## src/rtl/hcp_pkg.sv

```systemverilog
// ---------------------------------------------------------------------------
// hcp_pkg
// Shared definitions for the HCP register-access initiator:
//   - command type codes (CMD_WR, CMD_RD)
//   - initiator FSM state encoding
//   - default bus address width and timed-out read data word
//   - beats_init(): read burst length with a zero length mapped to one beat
// ---------------------------------------------------------------------------
package hcp_pkg;

    localparam int          ADDR_W           = 19;
    localparam logic [1:0]  CMD_WR           = 2'b01;
    localparam logic [1:0]  CMD_RD           = 2'b10;
    localparam logic [31:0] TIMEOUT_DATA_DEF = 32'hDEAD_BEEF;

    typedef enum logic [1:0] {
        ST_IDLE    = 2'd0,
        ST_WR      = 2'd1,
        ST_RD_REQ  = 2'd2,
        ST_RD_WAIT = 2'd3
    } hcp_state_e;

    // A burst length of zero still performs one read beat.
    function automatic logic [7:0] beats_init(input logic [7:0] num);
        logic [7:0] beats;
        if (num == 8'd0) begin
            beats = 8'd1;
        end else begin
            beats = num;
        end
        return beats;
    endfunction

endpackage

```

## src/rtl/hcp_rd_timer.sv

```systemverilog
// ---------------------------------------------------------------------------
// hcp_rd_timer
// Read-response wait counter plus saturating timeout event counter.
// Ports:
//   i_clk, i_rst_n  : clock, asynchronous active-low reset
//   i_clr           : restart the wait counter (issued while the read strobe goes out)
//   i_en            : one wait cycle elapsed without a matching response
//   i_inc           : a timeout was declared; bump the event counter
//   o_timeout       : current wait cycle is the RD_TIMEOUT-th one
//   ov_timeout_cnt  : number of timeouts, saturating at 16'hFFFF
// ---------------------------------------------------------------------------
module hcp_rd_timer #(
    parameter int RD_TIMEOUT = 16
) (
    input  logic        i_clk,
    input  logic        i_rst_n,
    input  logic        i_clr,
    input  logic        i_en,
    input  logic        i_inc,
    output logic        o_timeout,
    output logic [15:0] ov_timeout_cnt
);

    logic [7:0] wait_cnt_r;

    // Flag on the last permitted wait cycle so the result follows on the next edge.
    assign o_timeout = i_en && (wait_cnt_r >= 8'(RD_TIMEOUT - 1));

    // Wait-cycle counter; holds at its ceiling rather than wrapping.
    always_ff @(posedge i_clk or negedge i_rst_n) begin
        if (!i_rst_n) begin
            wait_cnt_r <= 8'd0;
        end else if (i_clr) begin
            wait_cnt_r <= 8'd0;
        end else if (i_en && (wait_cnt_r != 8'hFF)) begin
            wait_cnt_r <= wait_cnt_r + 8'd1;
        end else begin
            wait_cnt_r <= wait_cnt_r;
        end
    end

    // Timeout event counter, saturating.
    always_ff @(posedge i_clk or negedge i_rst_n) begin
        if (!i_rst_n) begin
            ov_timeout_cnt <= 16'd0;
        end else if (i_inc && (ov_timeout_cnt != 16'hFFFF)) begin
            ov_timeout_cnt <= ov_timeout_cnt + 16'd1;
        end else begin
            ov_timeout_cnt <= ov_timeout_cnt;
        end
    end

endmodule

```

## src/rtl/hcp_reg_access_initiator.sv

```systemverilog
// ---------------------------------------------------------------------------
// hcp_reg_access_initiator
// Master of the HCP register-access bus. Accepts decoded TSMP commands
// (single write, or read burst with fixed/incrementing address), drives
// o_wr/o_rd strobes to the register groups, collects read responses with a
// timeout, and streams read results to the TSMP encapsulator.
//
// Ports:
//   i_clk, i_rst_n                  clock, asynchronous active-low reset
//   i_cmd_valid / o_cmd_ready       command handshake (ready = idle)
//   iv_cmd_type/addr/wdata/num      command fields, i_cmd_addr_fixed, i_cmd_incr
//   o_wr, o_rd, ov_addr,
//   o_addr_fixed, ov_wdata          register bus (all zero outside a strobe)
//   i_resp_valid, iv_resp_addr,
//   i_resp_addr_fixed, iv_resp_rdata read response from the register groups
//   o_rdata_valid/addr/rdata/err/last one-cycle read result
//   ov_timeout_cnt                  saturating count of read timeouts
//   o_illegal_cmd                   pulse on an unknown command type
//
// Build option HCP_WR_READBACK_EN: every write is followed by a read of the
// same location; a data mismatch or timeout pulses o_wr_verify_err and no
// read result is emitted for the verification read.
// ---------------------------------------------------------------------------
module hcp_reg_access_initiator #(
    parameter int          RD_TIMEOUT   = 16,
    parameter logic [31:0] TIMEOUT_DATA = hcp_pkg::TIMEOUT_DATA_DEF,
    parameter int          ADDR_W       = hcp_pkg::ADDR_W
) (
    input  logic              i_clk,
    input  logic              i_rst_n,
    input  logic              i_cmd_valid,
    output logic              o_cmd_ready,
    input  logic [1:0]        iv_cmd_type,
    input  logic [ADDR_W-1:0] iv_cmd_addr,
    input  logic              i_cmd_addr_fixed,
    input  logic [31:0]       iv_cmd_wdata,
    input  logic [7:0]        iv_cmd_num,
    input  logic              i_cmd_incr,
    output logic              o_wr,
    output logic              o_rd,
    output logic [ADDR_W-1:0] ov_addr,
    output logic              o_addr_fixed,
    output logic [31:0]       ov_wdata,
    input  logic              i_resp_valid,
    input  logic [ADDR_W-1:0] iv_resp_addr,
    input  logic              i_resp_addr_fixed,
    input  logic [31:0]       iv_resp_rdata,
    output logic              o_rdata_valid,
    output logic [ADDR_W-1:0] ov_rdata_addr,
    output logic [31:0]       ov_rdata,
    output logic              o_rdata_err,
    output logic              o_rdata_last,
    output logic [15:0]       ov_timeout_cnt,
    output logic              o_illegal_cmd
`ifdef HCP_WR_READBACK_EN
    ,
    output logic              o_wr_verify_err
`endif
);

    import hcp_pkg::*;

    hcp_state_e        state_r, state_s;
    logic [ADDR_W-1:0] addr_r, addr_s;
    logic              fixed_r, fixed_s;
    logic              incr_r, incr_s;
    logic [7:0]        beats_r, beats_s;

    logic              ready_s, wr_s, rd_s, bus_fixed_s;
    logic [ADDR_W-1:0] bus_addr_s;
    logic [31:0]       bus_wdata_s;
    logic              rvalid_s, rerr_s, rlast_s, illegal_s;
    logic [ADDR_W-1:0] raddr_s;
    logic [31:0]       rdata_s;

    logic              match_s, timeout_s;
    logic              tmr_clr_s, tmr_en_s, tmr_inc_s;

`ifdef HCP_WR_READBACK_EN
    logic [31:0]       wdata_r, wdata_s;
    logic              verify_r, verify_s;
    logic              verr_s;
`endif

    // A response counts only if it echoes the address and space of the outstanding read.
    assign match_s = i_resp_valid && (iv_resp_addr == addr_r) &&
                     (i_resp_addr_fixed == fixed_r);

    hcp_rd_timer #(
        .RD_TIMEOUT (RD_TIMEOUT)
    ) u_rd_timer (
        .i_clk          (i_clk),
        .i_rst_n        (i_rst_n),
        .i_clr          (tmr_clr_s),
        .i_en           (tmr_en_s),
        .i_inc          (tmr_inc_s),
        .o_timeout      (timeout_s),
        .ov_timeout_cnt (ov_timeout_cnt)
    );

    // Next-state and next-output logic; every output is the registered image of these values.
    always_comb begin
        state_s     = state_r;
        addr_s      = addr_r;
        fixed_s     = fixed_r;
        incr_s      = incr_r;
        beats_s     = beats_r;
        ready_s     = 1'b0;
        wr_s        = 1'b0;
        rd_s        = 1'b0;
        bus_addr_s  = '0;
        bus_fixed_s = 1'b0;
        bus_wdata_s = 32'd0;
        rvalid_s    = 1'b0;
        raddr_s     = '0;
        rdata_s     = 32'd0;
        rerr_s      = 1'b0;
        rlast_s     = 1'b0;
        illegal_s   = 1'b0;
        tmr_clr_s   = 1'b0;
        tmr_en_s    = 1'b0;
        tmr_inc_s   = 1'b0;
`ifdef HCP_WR_READBACK_EN
        wdata_s     = wdata_r;
        verify_s    = verify_r;
        verr_s      = 1'b0;
`endif
        case (state_r)
            ST_IDLE: begin
                ready_s = 1'b1;
                if (i_cmd_valid) begin
                    addr_s  = iv_cmd_addr;
                    fixed_s = i_cmd_addr_fixed;
                    incr_s  = i_cmd_incr;
`ifdef HCP_WR_READBACK_EN
                    wdata_s = iv_cmd_wdata;
`endif
                    if (iv_cmd_type == CMD_WR) begin
                        // Strobe is set on the accepting edge so the write costs two cycles.
                        state_s     = ST_WR;
                        ready_s     = 1'b0;
                        wr_s        = 1'b1;
                        bus_addr_s  = iv_cmd_addr;
                        bus_fixed_s = i_cmd_addr_fixed;
                        bus_wdata_s = iv_cmd_wdata;
                    end else if (iv_cmd_type == CMD_RD) begin
                        state_s     = ST_RD_REQ;
                        ready_s     = 1'b0;
                        rd_s        = 1'b1;
                        bus_addr_s  = iv_cmd_addr;
                        bus_fixed_s = i_cmd_addr_fixed;
                        beats_s     = beats_init(iv_cmd_num);
                    end else begin
                        illegal_s = 1'b1;
                    end
                end else begin
                    state_s = ST_IDLE;
                end
            end
            ST_WR: begin
`ifdef HCP_WR_READBACK_EN
                state_s     = ST_RD_REQ;
                verify_s    = 1'b1;
                beats_s     = 8'd1;
                rd_s        = 1'b1;
                bus_addr_s  = addr_r;
                bus_fixed_s = fixed_r;
`else
                state_s = ST_IDLE;
                ready_s = 1'b1;
`endif
            end
            ST_RD_REQ: begin
                tmr_clr_s = 1'b1;
                state_s   = ST_RD_WAIT;
            end
            ST_RD_WAIT: begin
                tmr_en_s = 1'b1;
                if (match_s || timeout_s) begin
                    // A match in the timeout cycle still counts as a good read.
                    tmr_inc_s = !match_s;
                    rdata_s   = match_s ? iv_resp_rdata : TIMEOUT_DATA;
                    rerr_s    = !match_s;
`ifdef HCP_WR_READBACK_EN
                    if (verify_r) begin
                        verr_s   = !match_s || (iv_resp_rdata != wdata_r);
                        verify_s = 1'b0;
                        rdata_s  = 32'd0;
                        rerr_s   = 1'b0;
                        beats_s  = 8'd0;
                        state_s  = ST_IDLE;
                        ready_s  = 1'b1;
                    end else
`endif
                    begin
                        rvalid_s = 1'b1;
                        raddr_s  = addr_r;
                        rlast_s  = (beats_r == 8'd1);
                        if (beats_r == 8'd1) begin
                            beats_s = 8'd0;
                            state_s = ST_IDLE;
                            ready_s = 1'b1;
                        end else begin
                            // Next beat's request overlaps this result cycle.
                            beats_s     = beats_r - 8'd1;
                            addr_s      = addr_r + ADDR_W'(incr_r);
                            state_s     = ST_RD_REQ;
                            rd_s        = 1'b1;
                            bus_addr_s  = addr_s;
                            bus_fixed_s = fixed_r;
                        end
                    end
                end else begin
                    state_s = ST_RD_WAIT;
                end
            end
            default: begin
                state_s = ST_IDLE;
                ready_s = 1'b1;
            end
        endcase
    end

    // State, command context and registered outputs.
    always_ff @(posedge i_clk or negedge i_rst_n) begin
        if (!i_rst_n) begin
            state_r       <= ST_IDLE;
            addr_r        <= '0;
            fixed_r       <= 1'b0;
            incr_r        <= 1'b0;
            beats_r       <= 8'd0;
            o_cmd_ready   <= 1'b1;
            o_wr          <= 1'b0;
            o_rd          <= 1'b0;
            ov_addr       <= '0;
            o_addr_fixed  <= 1'b0;
            ov_wdata      <= 32'd0;
            o_rdata_valid <= 1'b0;
            ov_rdata_addr <= '0;
            ov_rdata      <= 32'd0;
            o_rdata_err   <= 1'b0;
            o_rdata_last  <= 1'b0;
            o_illegal_cmd <= 1'b0;
`ifdef HCP_WR_READBACK_EN
            wdata_r         <= 32'd0;
            verify_r        <= 1'b0;
            o_wr_verify_err <= 1'b0;
`endif
        end else begin
            state_r       <= state_s;
            addr_r        <= addr_s;
            fixed_r       <= fixed_s;
            incr_r        <= incr_s;
            beats_r       <= beats_s;
            o_cmd_ready   <= ready_s;
            o_wr          <= wr_s;
            o_rd          <= rd_s;
            ov_addr       <= bus_addr_s;
            o_addr_fixed  <= bus_fixed_s;
            ov_wdata      <= bus_wdata_s;
            o_rdata_valid <= rvalid_s;
            ov_rdata_addr <= raddr_s;
            ov_rdata      <= rdata_s;
            o_rdata_err   <= rerr_s;
            o_rdata_last  <= rlast_s;
            o_illegal_cmd <= illegal_s;
`ifdef HCP_WR_READBACK_EN
            wdata_r         <= wdata_s;
            verify_r        <= verify_s;
            o_wr_verify_err <= verr_s;
`endif
        end
    end

endmodule
```

## config.mk

```make
export PLATFORM = sky130hd
export DESIGN_NAME = hcp_reg_access_initiator
export DESIGN_NICKNAME = d
export VERILOG_FILES = /design/src/rtl/hcp_pkg.sv /design/src/rtl/hcp_rd_timer.sv /design/src/rtl/hcp_reg_access_initiator.sv
export SDC_FILE = /design/constraint.sdc
export NUM_CORES = 1
export LEC_CHECK = 0
export ABC_AREA = 1
export ABC_CLOCK_PERIOD_IN_PS = 4600
export BUFFER_PORTS_ARGS = -buffer_cell sky130_fd_sc_hd__buf_2
export CORE_ASPECT_RATIO = 0.5
export CORE_MARGIN = 3
export CORE_UTILIZATION = 56
export CTS_BUF_LIST = sky130_fd_sc_hd__clkbuf_16
export DETAILED_ROUTE_END_ITERATION = 6
export HOLD_SLACK_MARGIN = 0.12
export PLACE_DENSITY = 0.86
export SYNTH_ARGS = -nofsm -noshare
export SYNTH_HDL_FRONTEND = slang
export SYNTH_SLANG_ARGS = --single-unit
```

## constraint.sdc

```tcl
create_clock -name i_clk -period 4.6 [get_ports i_clk]
set_input_delay 0.23 -clock i_clk [delete_from_list [all_inputs] [get_ports i_clk]]
set_output_delay 0.23 -clock i_clk [all_outputs]
set_load 0.05 [all_outputs]
```

==> results_dict.tcl, run 1 <==
set metrics [dict create \
    synth_area_leaders "dfrtp_1, nand2_1, nor2_1" \
    rr_startpoint "addr_r[6]$_DFFE_PN0P_" \
    fin_crit_sh_pct 67.6 \
    outcome "finished, final reports clean" \
    cts.sinks 165 \
    netlist_instances 970 \
    num_vias 8223 \
    start_util_pct 59.6 \
    grt_overflow 0 \
    yosysUniqueCellTypes 40 \
    nets 1425 \
    crit_path_start_kind "flop" \
    row_count 29 \
    drt_pre_antenna_iters 6 \
    fin_crit_ps 3110 \
    setup_viol 0 \
    dp_hpwl_mm 16.3 \
    hold_violations 0 \
    clk_path_buf_depth 2 \
    end_kind "flop" \
    fin_area_sq_mm 0.0107 \
    layout-drive-gt1-share_pct 24.4 \
    wire_per_inst_microns 17.9 \
    arrival_ps 3440 \
    r2r-end "ov_rdata[25]$_DFF_PN0_" \
    dieArea_sq_mm 0.0156 \
    max_slew_margin_pct 29.1 \
    ys_seq_area_share_pct 52.5 \
    fillCellCount 804 \
    synth_area_leader_cell "dfrtp_1" \
    slew_viol_final 0 \
    grt_max_degree 64 \
    synth_top_area_share_pct 52.1 \
    hold_depth 3 \
    syn_area_sq_mm 0.00787 \
    track_usage_pct 34.0 \
    insertion_delay_ps 430 \
    cts_tree "built" \
    cts-root-buf "clkbuf_16" \
    rr_worst_depth 10 \
    gp_congestion 0.972 \
    clk_pin_slew_worst_paths_ps 80 \
    ir_worst_vdd_v 0.000300 \
    die_h_microns 89.8 \
    path_class "reg -> reg" \
    p_per_area_mw_per_mm2 491 \
    max_freq_ghz 0.322 \
    place.port_buffers 244 \
    syn_avg_cell_area_sq_um 8.12 \
    place_area_sq_mm 0.00919 \
    hold_path_end "beats_r[5]$_DFFE_PN0P_" \
    r2r_slack_ps 1490 \
    cp_data_required_time_ps 4930 \
    yosys_warnings 0 \
    vias_per_cell 5.51 \
    drtIter0Drc 1038 \
    antenna_found_initial 1 \
    io_pins 245 \
    wl_mm 26.8 \
    drc 0 \
    path_buf_inv 1 \
    crit_top_cell "nand2_1" \
    p_leak_nw 6.07 \
    cts-htree-levels 4 \
    cp_top_family "simple AND/OR/NAND/NOR gates" \
    syn-num-nets 1102 \
    critPathMaxFanout 44 \
    ys_ff_latch 165 \
    crit_path_cell_trace "inv_1 -> nand2_1 -> nand2_1 -> nor2_1 -> nand2_1 -> nor2_4 -> nand3_4 -> nand2_2 -> nand2_2 -> nor2_1" \
    crit_slowest_cell "nand2_2" \
    cap_viol_max_count 0 \
    cts_made_buffers 17 \
    hp-start "iv_cmd_num[5]" \
    grt_pass1_wl_mm 42.0 \
    cpPeakStageDelay_ps 590 \
    drt.antenna.violating_nets 0 \
    grt_pass1_vias 8121 \
    die_x_microns 174 \
    areaGrowthSynthToFinish_pct 35.4 \
    rsz0062_at_grt "no" \
    worst_pin_slew_ps 1060 \
    fin_tns_setup_ps 0 \
    hold_class "in -> reg" \
    core-area_sq_mm 0.0132 \
    finalClockSkew_ps 16.4 \
]
[state kept, by name, indices dropped and copies added (netlist names), 2 cells and up]
signal	flops
addr_r	19
u_rd_timer.ov_timeout_cnt	16
ov_rdata_addr	19
ov_addr	19
ov_wdata	32
state_r	2
beats_r	8
u_rd_timer.wait_cnt_r	8
ov_rdata	32
[logic make-up (layout without fill, tap and decap cells)]
group                    count (synthesis)  after routing  synth area share [%]
AO/OA/AOI/OAI                          114            114                  8.17
buffers and inverters                  177            513                  9.18
XOR/XNOR                                20             20                  2.22
flip-flops                             165            165                  52.5
adder cells (fa/ha/maj)                 13             13                  2.07
other                                    0              1                     0
multiplexers                             2              2                 0.254
AND/OR/NAND/NOR                        479            479                  25.6
[cells in the final DEF, fill, tap and decap left out, drive strengths merged, types with 7 or more instances in the layout]
master / n
nand3: 44
dfrtp: 164
ha: 13
nand3b: 11
clkbuf: 17
inv: 156
dlygate4sd3: 86
o21ai: 67
nor3: 10
nand4: 11
nand2: 230
nor2: 166
xnor2: 7
a21oi: 40
buf: 248
xor2: 13
[power by group]
group          switching, mW  total (mW)  internal (mW)
clock network          0.673        1.50          0.827
registers              0.265        1.93           1.67
logic                   1.27        1.81          0.544
total                   2.20        5.24           3.04
[cell usage after synthesis]
| cell | count |
|---|---|
| nand3_1 | 39 |
| nand3_4 | 2 |
| nor4_1 | 3 |
| ha_1 | 13 |
| nor2_1 | 163 |
| nand4_1 | 10 |
| buf_6 | 5 |
| inv_1 | 138 |
| buf_4 | 4 |
| nand2_1 | 227 |
| o21ai_0 | 28 |
| o22ai_1 | 2 |
| buf_2 | 5 |
| nor3_1 | 10 |
| dfstp_2 | 1 |
| xor2_1 | 13 |
| nor2_2 | 2 |
| nand4_2 | 1 |
| xnor2_1 | 7 |
| o31ai_1 | 1 |
| clkbuf_1 | 11 |
| nand2_2 | 3 |
| nand3b_1 | 11 |
| a31oi_1 | 2 |
| and3_1 | 1 |
| nand3_2 | 3 |
| dfrtp_1 | 164 |
| or2_2 | 1 |
| a21oi_1 | 39 |
| a22oi_1 | 1 |
| buf_1 | 5 |
| a21oi_2 | 1 |
| o21ai_1 | 24 |
| o21ai_2 | 15 |
| inv_2 | 9 |
| or2_1 | 1 |
| mux2i_1 | 2 |
| nor2_4 | 1 |
| nor3b_1 | 1 |
| o211ai_1 | 1 |
[worst reg2reg max path, delay by kind of cell, from the launching register on]
family	cells	cell delay [ps]
DFF	1	480
buffers and inverters	1	170
and+or+nand+nor	9	2380
[final cells by class]
class	count	area, sq um	share of cell area [%]
Antenna cell	1	2.50	0.0235
Clock buffer	17	425	3.99
Clock inverter	15	183	1.71
Inverter	147	552	5.17
Multi-Input combinational cell	628	3020	28.3
Sequential cell	165	4130	38.7
Tap cell	186	233	2.18
Timing Repair Buffer	334	2120	19.9
[metrics by stage]
step / cells / hold slack [ps] / util (%) / worst slack (ps) / power [mW]
after floorplan: 970 / -65.6 / - / 2350 / 3.16
after global placement: 1374 / 251 / 69.6 / 1870 / 3.54
after detailed placement: 1374 / 253 / 69.6 / 1750 / 3.60
after CTS: 1492 / 121 / 80.7 / 1730 / 5.14
after global routing: 1493 / 152 / 80.7 / 1310 / 5.50
final: 1493 / 125 / 80.7 / 1490 / 5.24
[timing repair]
item	4_1_cts	5_1_grt
resized for setup	0	0
hold buffers	86	0
setup endpoints to repair	0	0
hold endpoints to repair	146	0
setup buffers	0	0
[layer usage]
layer  routed length [microns]  GRT usage (%)  part of all wire [%]
met5                        26              0                 0.097
met4                      1700           20.6                   6.4
met3                      2230           6.61                   8.3
met2                     13000           58.5                    49
met1                      9770           39.9                    36
[how the worst max path moves through the flow]
stage,from,end,slack (ps),depth (start not counted)
final,addr_r[6]$_DFFE_PN0P_,ov_rdata[25]$_DFF_PN0_,1490,10
after global routing,addr_r[4]$_DFFE_PN0P_,ov_rdata_addr[0]$_DFF_PN0_,1310,8
after CTS,u_rd_timer.wait_cnt_r[0]$_DFFE_PN0P_,o_rdata_valid$_DFF_PN0_,1730,7
after detailed placement,u_rd_timer.wait_cnt_r[0]$_DFFE_PN0P_,o_rdata_valid$_DFF_PN0_,1750,7
after global placement,u_rd_timer.wait_cnt_r[0]$_DFFE_PN0P_,ov_rdata_addr[12]$_DFF_PN0_,1870,7
after floorplan,u_rd_timer.ov_timeout_cnt[0]$_DFFE_PN0P_,u_rd_timer.ov_timeout_cnt[12]$_DFFE_PN0P_,2350,11
No activity file was read; power rests on OpenSTA's default activity.
==> run 2, diff against run 1 <==
--- a/config.mk
+++ b/config.mk
@@ -5,16 +5,16 @@
 export SDC_FILE = /design/constraint.sdc
 export NUM_CORES = 1
 export LEC_CHECK = 0
-export ABC_AREA = 1
-export ABC_CLOCK_PERIOD_IN_PS = 4600
+export ABC_AREA = 0
+export ABC_CLOCK_PERIOD_IN_PS = 2900
 export BUFFER_PORTS_ARGS = -buffer_cell sky130_fd_sc_hd__buf_2
 export CORE_ASPECT_RATIO = 0.5
 export CORE_MARGIN = 3
-export CORE_UTILIZATION = 56
+export CORE_UTILIZATION = 51
 export CTS_BUF_LIST = sky130_fd_sc_hd__clkbuf_16
 export DETAILED_ROUTE_END_ITERATION = 6
 export HOLD_SLACK_MARGIN = 0.12
-export PLACE_DENSITY = 0.86
+export PLACE_DENSITY = 0.8
 export SYNTH_ARGS = -nofsm -noshare
 export SYNTH_HDL_FRONTEND = slang
 export SYNTH_SLANG_ARGS = --single-unit
==> constraint.sdc (replaced) <==
create_clock -name i_clk -period 2.9 [get_ports i_clk]
set_input_delay 0.145 -clock i_clk [delete_from_list [all_inputs] [get_ports i_clk]]
set_output_delay 0.145 -clock i_clk [all_outputs]
set_load 0.05 [all_outputs]
==> run 2 against run 1 <==
Net effect:
- critical path depth down 4
- count of clock-buffer cells in the layout unchanged
- maximum frequency up 16%
- cell count down 15%
- cell area down 1.9%
- register-to-register slack worse by 1300 ps
- routed wire length down 9.2%
- flip-flop and latch count unchanged
- critical endpoint is now addr_r[17]$_DFFE_PN0P_
- area after synthesis down 5.8%
- via count down 16%
- die area up 3.2%
==> results_dict.tcl, run 2 <==
set metrics [dict create \
    syn_avg_cell_area_sq_um 10.4 \
    grt_max_degree 67 \
    cp_data_required_time_ps 3190 \
    die_h_microns 91.3 \
    path_class "reg -> reg" \
    core-area_sq_mm 0.0139 \
    synth_top_area_share_pct 55.3 \
    hold_class "in -> reg" \
    post-cts-setup-buffers 0 \
    grt_overflow 0 \
    io_pins 245 \
    final_common_cell "buf_2" \
    clk_path_buf_depth 2 \
    start_util_pct 53.4 \
    syn_area_sq_mm 0.00741 \
    ir_worst_vdd_v 0.000491 \
    vias_per_cell 5.48 \
    n_antenna_cell 0 \
    hold_violations 0 \
    fin_crit_sh_pct 92.6 \
    async_flop_share_pct 100 \
    gp_congestion 0.934 \
    grt_pass1_wl_mm 37.9 \
    clk_pin_slew_worst_paths_ps 60 \
    critPathMaxFanout 8 \
    crit_path_start_kind "flop" \
    netlist_instances 715 \
    synth-edff-count 0 \
    areaGrowthSynthToFinish_pct 41.1 \
    yosys_warnings 0 \
    final_util_pct 75.3 \
    setup_viol 0 \
    place_area_sq_mm 0.00896 \
    layout-drive-gt1-share_pct 30.5 \
    yosysUniqueCellTypes 65 \
    cts_tree "built" \
    final.setup.worst_slack_ps 215 \
    grt_pass1_vias 7137 \
    drt_pre_antenna_iters 5 \
    drc 0 \
    cts-root-buf "clkbuf_16" \
    syn-num-nets 847 \
    ys_seq_area_share_pct 55.7 \
    cts-htree-levels 4 \
    fin_area_sq_mm 0.0105 \
    arrival_ps 2980 \
    dp.cells 1142 \
    dp_slack_ps 276 \
    rsz0062_at_grt "no" \
    place.port_buffers 244 \
    max_freq_ghz 0.372 \
    cap_viol_max_count 0 \
    row_count 30 \
    cts.sinks 165 \
    fin_crit_ps 2690 \
    outcome "finished, final reports clean" \
    wl_mm 24.3 \
    p_per_area_mw_per_mm2 706 \
    antenna_found_initial 0 \
    drt.antenna.violating_nets 0 \
    final_cell_mix "buf_2, dfrtp_1, dlygate4sd3_1" \
    ys_ff_latch 165 \
    dp_hpwl_mm 16.1 \
    ys.flop_type "dfrtp_1" \
    fin_tns_setup_ps 0 \
    synth_area_leader_cell "dfrtp_1" \
    yosysMostFrequentCell "dfrtp_1" \
    die_x_microns 177 \
    finalClockSkew_ps 10.8 \
    slew_viol_final 0 \
    end_kind "flop" \
    reg_top3 "ov_rdata: 32 flops, ov_wdata: 32 flops" \
    num_vias 6946 \
    synth_area_leaders "dfrtp_1, xnor2_1, nor2_1" \
    dieArea_sq_mm 0.0161 \
    p_leak_nw 5.32 \
    insertion_delay_ps 420 \
    wire_per_inst_microns 19.2 \
    drtIter0Drc 654 \
    max_slew_margin_pct 44.1 \
    cts_made_buffers 17 \
    fin_cells 1267 \
    track_usage_pct 30.0 \
    nets 1194 \
    synthTopCellsByCount "dfrtp_1, nor2_1, nand2_1" \
    worst_pin_slew_ps 839 \
]
[run 2: final cells by class]
class | count | area (sq um)
Clock buffer | 17 | 425
Tap cell | 192 | 240
Inverter | 17 | 63.8
Sequential cell | 165 | 4130
Clock inverter | 15 | 144
Multi-Input combinational cell | 496 | 3080
Fill cell | 921 | 3430
Timing Repair Buffer | 365 | 2380
[run 2: repair_timing]
action / 4_1_cts / 5_1_grt
resized for setup: 0 / 0
hold endpoints to repair: 169 / 0
hold buffers: 93 / 0
[run 2: critical path, cell delays in order (launching register included)]
cell	delay, ps
dfrtp_1	470
xor2_1	210
or4_4	520
or4_4	550
o21ai_4	260
nand2_2	170
o32a_1	380
[run 2: final timing paths]
path	to	slack, ps	from	cells past startpoint
max	addr_r[17]$_DFFE_PN0P_	210	addr_r[11]$_DFFE_PN0P_	6
min	beats_r[0]$_DFFE_PN0P_	130	iv_cmd_num[0]	4
max reg2reg	addr_r[17]$_DFFE_PN0P_	210	addr_r[11]$_DFFE_PN0P_	6
min reg2reg	u_rd_timer.ov_timeout_cnt[5]$_DFFE_PN0P_	490	u_rd_timer.ov_timeout_cnt[5]$_DFFE_PN0P_	1
max in group asynchronous	ov_wdata[17]$_DFF_PN0_	1800	i_rst_n	3
min in group asynchronous	ov_wdata[10]$_DFF_PN0_	290	i_rst_n	2
[run 2: power breakdown]
| part | internal (mW) | switching [mW] |
|---|---|---|
| combinational | 0.874 | 1.35 |
| clock | 1.20 | 0.992 |
| sequential | 2.60 | 0.369 |
| total | 4.67 | 2.71 |
[run 2: through the flow]
| stage | hold slack [ps] | power (mW) |
|---|---|---|
| 6_report | 128 | 7.39 |
| 5_1_grt | 145 | 7.71 |
| 4_1_cts | 130 | 7.34 |
| 3_5_place_dp | 182 | 5.04 |
| 3_3_place_gp | 179 | 4.99 |
| 2_1_floorplan | -151 | 4.34 |
[run 2: logic make-up after synthesis]
| family | count (synthesis) | synth area share [%] |
|---|---|---|
| xor+xnor | 54 | 6.48 |
| simple gates | 291 | 20.1 |
| mux | 9 | 1.32 |
| flops | 165 | 55.7 |
| fa+ha+maj | 13 | 2.19 |
| buf+inv | 54 | 2.99 |
| compound gates | 129 | 11.2 |
[run 2: layer usage]
layer  track usage, %  share of wire, %  up-vias
li1                 -                 -     3146
met2             51.2                50      328
met1             38.1                40     3388
met5                0                 0        -
met4             12.5               3.5        0
met3             5.10               6.5       84
